### src/rtl/tristate_bus_arbiter_pkg.sv
// Shared definitions for the tri-state bus arbiter family.
//   state_t       : arbiter FSM states
//   params_legal  : legal-range check for N_DRV / TURNAROUND / MAX_HOLD
//   rr_winner     : round-robin winner index from (req, search start pointer)
package tristate_bus_arbiter_pkg;

  typedef enum logic [1:0] {
    IDLE,
    GRANT,
    TURN
  } state_t;

  localparam int unsigned MAX_DRV = 16;

  function automatic bit params_legal(input int unsigned n_drv,
                                      input int unsigned turnaround,
                                      input int unsigned max_hold);
    return (n_drv >= 2) && (n_drv <= MAX_DRV) &&
           (turnaround >= 1) && (turnaround <= 15) &&
           (max_hold >= 1) && (max_hold <= 255);
  endfunction

  // Search begins at ptr and wraps at n; the first set request bit wins.
  // Returns 0 when nothing is requesting (callers qualify with any_req).
  function automatic logic [3:0] rr_winner(input logic [15:0] req,
                                           input logic [3:0]  ptr,
                                           input int unsigned n);
    logic [3:0]  win;
    logic        found;
    int unsigned idx;
    win   = '0;
    found = 1'b0;
    for (int unsigned k = 0; k < n; k++) begin
      idx = {28'd0, ptr} + k;
      if (idx >= n) idx = idx - n;
      if (!found && req[idx[3:0]]) begin
        win   = idx[3:0];
        found = 1'b1;
      end
    end
    return win;
  endfunction

endpackage

### src/rtl/tristate_bus_arbiter_rr_pick.sv
// Combinational round-robin priority selector.
//   req     : request vector, one bit per requester
//   ptr     : index where the priority search starts
//   winner  : index of the first requester at or after ptr (wrapping)
//   any_req : high when any request bit is set
module rr_pick
  import tristate_bus_arbiter_pkg::*;
#(
  parameter  int unsigned N  = 4,
  localparam int unsigned PW = (N > 1) ? $clog2(N) : 1
) (
  input  logic [N-1:0]  req,
  input  logic [PW-1:0] ptr,
  output logic [PW-1:0] winner,
  output logic          any_req
);

  always_comb begin
    winner  = PW'(rr_winner(16'(req), 4'(ptr), N));
    any_req = |req;
  end

endmodule

### src/rtl/tristate_bus_arbiter.sv
// Enable generator for a bank of tri-state drivers sharing one bus.
// Round-robin arbitration, bounded hold time, and an all-enables-low
// turnaround gap between owners so two drivers never overlap.
//   clk        : clock, rising edge
//   rst_n      : asynchronous active-low reset
//   req        : level request per driver
//   oe         : one-hot-or-zero driver enables (registered)
//   owner      : current owner index, valid when bus_busy=1
//   bus_busy   : high when any oe bit is high
//   turnaround : high during gap cycles between owners
module tristate_bus_arbiter
  import tristate_bus_arbiter_pkg::*;
#(
  parameter int unsigned N_DRV      = 4,
  parameter int unsigned TURNAROUND = 1,
  parameter int unsigned MAX_HOLD   = 8
) (
  input  logic                     clk,
  input  logic                     rst_n,
  input  logic [N_DRV-1:0]         req,
  output logic [N_DRV-1:0]         oe,
  output logic [$clog2(N_DRV)-1:0] owner,
  output logic                     bus_busy,
  output logic                     turnaround
);

  localparam int unsigned OW = $clog2(N_DRV);
  localparam int unsigned HW = $clog2(MAX_HOLD + 1);
  localparam int unsigned TW = $clog2(TURNAROUND + 1);

  if (!params_legal(N_DRV, TURNAROUND, MAX_HOLD)) begin : g_bad_params
    $error("tristate_bus_arbiter: parameter out of legal range");
  end

  state_t        state;
  logic [OW-1:0] ptr;
  logic [HW-1:0] hold_cnt;
  logic [TW-1:0] ta_cnt;

  logic [OW-1:0]    winner;
  logic             any_req;
  logic [N_DRV-1:0] win_oe;
  logic [OW-1:0]    win_ptr;

  rr_pick #(
    .N(N_DRV)
  ) u_rr_pick (
    .req     (req),
    .ptr     (ptr),
    .winner  (winner),
    .any_req (any_req)
  );

  always_comb begin
    win_oe  = {{(N_DRV-1){1'b0}}, 1'b1} << winner;
    win_ptr = (winner == OW'(N_DRV - 1)) ? '0 : winner + OW'(1);
  end

  always_ff @(posedge clk or negedge rst_n) begin
    if (!rst_n) begin
      state      <= IDLE;
      oe         <= '0;
      owner      <= '0;
      bus_busy   <= 1'b0;
      turnaround <= 1'b0;
      hold_cnt   <= '0;
      ta_cnt     <= '0;
      ptr        <= '0;
    end else begin
      case (state)
        IDLE: begin
          if (any_req) begin
            state    <= GRANT;
            oe       <= win_oe;
            owner    <= winner;
            bus_busy <= 1'b1;
            hold_cnt <= HW'(1);
            ptr      <= win_ptr;
          end
        end

        // hold_cnt counts cycles oe has already been high, so release
        // on reaching MAX_HOLD gives exactly MAX_HOLD enabled cycles.
        GRANT: begin
          if (!req[owner] || (hold_cnt == HW'(MAX_HOLD))) begin
            state      <= TURN;
            oe         <= '0;
            bus_busy   <= 1'b0;
            turnaround <= 1'b1;
            hold_cnt   <= '0;
            ta_cnt     <= TW'(1);
          end else begin
            hold_cnt <= hold_cnt + HW'(1);
          end
        end

        // Arbitration happens only on the final gap cycle so requests
        // raised anywhere inside the gap are still considered.
        TURN: begin
          if (ta_cnt == TW'(TURNAROUND)) begin
            turnaround <= 1'b0;
            ta_cnt     <= '0;
            if (any_req) begin
              state    <= GRANT;
              oe       <= win_oe;
              owner    <= winner;
              bus_busy <= 1'b1;
              hold_cnt <= HW'(1);
              ptr      <= win_ptr;
            end else begin
              state <= IDLE;
            end
          end else begin
            ta_cnt <= ta_cnt + TW'(1);
          end
        end

        default: begin
          state      <= IDLE;
          oe         <= '0;
          bus_busy   <= 1'b0;
          turnaround <= 1'b0;
        end
      endcase
    end
  end

endmodule

### config.mk
export PLATFORM = sky130hd
export DESIGN_NAME = tristate_bus_arbiter
export DESIGN_NICKNAME = d
export VERILOG_FILES = /design/src/rtl/tristate_bus_arbiter_pkg.sv /design/src/rtl/tristate_bus_arbiter_rr_pick.sv /design/src/rtl/tristate_bus_arbiter.sv
export SDC_FILE = /design/constraint.sdc
export NUM_CORES = 1
export LEC_CHECK = 0
export CORE_MARGIN = 5
export CORE_UTILIZATION = 54
export DETAILED_ROUTE_END_ITERATION = 10
export GPL_TIMING_DRIVEN = 0
export PLACE_DENSITY = 0.78
export SLEW_MARGIN = 10
export SYNTH_ARGS = -nofsm -noshare
export SYNTH_HDL_FRONTEND = slang
export SYNTH_SLANG_ARGS = --single-unit
### constraint.sdc
create_clock -name clk -period 3.2 [get_ports clk]
set_input_delay 0.96 -clock clk [delete_from_list [all_inputs] [get_ports clk]]
set_output_delay 0.96 -clock clk [all_outputs]
set_load 0.01 [all_outputs]
==> out/qor.yml <==
post_cts_buffers: 0
start_util: 0.577
critPathTopFamily: "compound AO/OA/AOI/OAI gates"
synthFlopType: "dfrtp_1"
clk_pin_slew_ps: 100
overflow: 0
gp_congestion: 0.883
num_antenna_cells: 0
layout_commonest_cell: "nand2_1"
swShare: 0.470
synth_fp_nets: 144
syn-cell-area_um2: 1150
worst_ep_required_time_ps: 3380
synth_top_area_share: 0.368
setup_viol: 0
hold_violations: 0
drc: 0
synth_edf_count: 0
final_cell_mix: "23 x nand2_1, 17 x dfrtp_1, 13 x clkdlybuf4s50_1"
cp.buffers_inverters: 2
synth_cells: 128
finalCritPeriodShare: 0.940
hpwl_um: 1950
die-area_um2: 3160
max_freq_mhz: 332
synth_area_leader_cell: "dfrtp_1"
drtPass1Iterations: 6
slew_headroom: 0.492
wl_per_cell_um: 14.8
io-pin-count: 14
fin_util: 0.674
synth.distinct_cells: 37
final_nets: 162
synth-seq-area-share: 0.368
rows: 16
grt_usage: 0.165
syn_avg_cell_area_um2: 9.02
cp_slowest_stage_delay_ps: 540
end_kind: "flop"
syn_to_final_growth_pct: 16.9
powerDensity_nw_per_um2: 1000
critPathKind: "input pin to flop"
tritoncts: "done"
ys_ff_latch: 17
ant_nets: 0
slew_violations: 0
rrSetupSlack_ps: 390
synthTopCellsByArea: "dfrtp_1 37%, ha_1 11%, nand2_1 7.5%, o21ai_0 4.8%, nor2_1 3.9%"
critPathMaxFanout: 8
grt_start_max_net_pins: 18
avgViaCountPerCell: 5.52
status: "completed"
insertion_delay_ps: 300
rsz0062_at_grt: "no"
grt_antenna_before_repair: 0
finClkSkew_ps: 1.20
cts.path.max_buffers: 2
hold_ws_ps: 507
hold_start: "oe[3]"
power_frac_seq: 0.280
die_h_um: 56.2
critical-path-slowest-cell: "clkdlybuf4s50_1"
cp.arrival_ps: 3190
net-switching-power_mw: 0.637
clock_power_share: 0.089
synth-async-reset-ratio: 1.00
drive_above_1_share: 0.103
ir_drop_mv: 0.679
path_cells: "clkdlybuf4s50_1 -> mux2_4 -> and3_4 -> a2111oi_4 -> a31oi_1 -> inv_1 -> ha_1 -> nand2_1 -> o21ai_1"
grt_pass1_vias: 917
fp.dieW_um: 56.2
worst_slew_pin_slew_ps: 760
maxCapViolCount: 0
yosysWarnings: 0
cts-root-buf: "clkbuf_4"
p_int_mw: 0.719
rr_startpoint: "ptr[0]"
p_comb_frac: 0.632
critPathLaunchType: "input pin"
htree_levels: 1
vias: 949
cts.sinks: 17
p_leak_nw: 0.619
crit_path_start: "req[1]"
wirelength_um: 2550
period_minus_slack_ps: 3010
min_path_type: "flop to flop"
grt_pass1_wl_um: 4130
cts_buffers: 3
io_buffers: 13
placeableCoreArea_um2: 2000
drt_iter0_drc: 18
[area by class of cell]
type / count / area, um2
Buffer: 4 / 17.5
Inverter: 7 / 26.3
Clock buffer: 4 / 26.3
Fill cell: 182 / 652
Tap cell: 27 / 33.8
Sequential cell: 17 / 425
Timing Repair Buffer: 13 / 130
Multi-Input combinational cell: 100 / 691
[per-stage QoR]
step / setup TNS (ps) / cell area (um2) / power, mW / std cells / setup WS [ps]
after floorplan: 0 / 1150 / 0.980 / 128 / 674
after global placement: -7.50 / 1320 / 1.18 / 168 / -7.50
after detailed placement: -225 / 1320 / 1.23 / 168 / -115
after CTS: 0 / 1350 / 1.35 / 172 / 196
after global routing: 0 / 1350 / 1.47 / 172 / 100
final: 0 / 1350 / 1.36 / 172 / 191
[worst min-delay path, cell delays in order, from the launching register on]
cell     delay [ps]
dfrtp_1         360
nand3_1          60
nand2_1          60
[state kept, by name (all words and copies together) (netlist names)]
| name | cells |
|---|---|
| ta_cnt | 1 |
| hold_cnt | 4 |
| oe | 4 |
| turnaround | 1 |
| state | 2 |
| bus_busy | 1 |
| ptr | 2 |
| owner | 2 |
[metal layers]
metal / routed length [um] / vias up / global-route usage
met5: 0 / - / 0
met4: 33 / 0 / 0.0644
met3: 95 / 5 / 0.0394
met2: 1230 / 10 / 0.257
met1: 1190 / 453 / 0.220
li1: - / 481 / -
[cell usage after synthesis, types with 2 or more instances]
cell / number
mux2i_1: 3
nor2_1: 12
inv_1: 7
a21oi_1: 5
nor2b_1: 2
o21ai_0: 11
o21ai_1: 2
buf_2: 2
nand2b_1: 2
nand2_1: 23
nand3_1: 5
ha_1: 10
dfrtp_1: 17
nor3_1: 2
nand3b_1: 2
clkbuf_1: 2
[path summary, 6_finish.rpt]
kind / end / depth (start not counted)
worst max-delay path: ptr[1] / 9
worst min-delay path: oe[3] / 2
worst max register to register: ptr[1] / 11
worst min register to register: oe[3] / 2
max in group asynchronous: owner[0] / 1
min in group asynchronous: state[1] / 1
[power by group through the flow]
stage / Clock (mW) / Sequential, mW / Combinational [mW]
detailed placement: 0 / 0.382 / 0.849
global route: 0.131 / 0.389 / 0.945
CTS: 0.122 / 0.378 / 0.855
floorplan: 0 / 0.384 / 0.596
finish: 0.120 / 0.379 / 0.857
global placement: 0 / 0.377 / 0.805
[cell families after synthesis]
| family | count (synthesis) | share of synthesized area |
|---|---|---|
| AO/OA/AOI/OAI | 30 | 0.193 |
| XOR/XNOR | 2 | 0.0152 |
| adder cells (fa/ha/maj) | 10 | 0.108 |
| buffers and inverters | 11 | 0.0379 |
| flip-flops | 17 | 0.368 |
| multiplexers | 6 | 0.0683 |
| AND/OR/NAND/NOR | 52 | 0.209 |
[what timing repair did]
item,CTS,global route
setup endpoints to repair,0,1
hold buffers,0,0
resized for setup,0,1
Note: power is estimated with default switching activity, not from simulation.
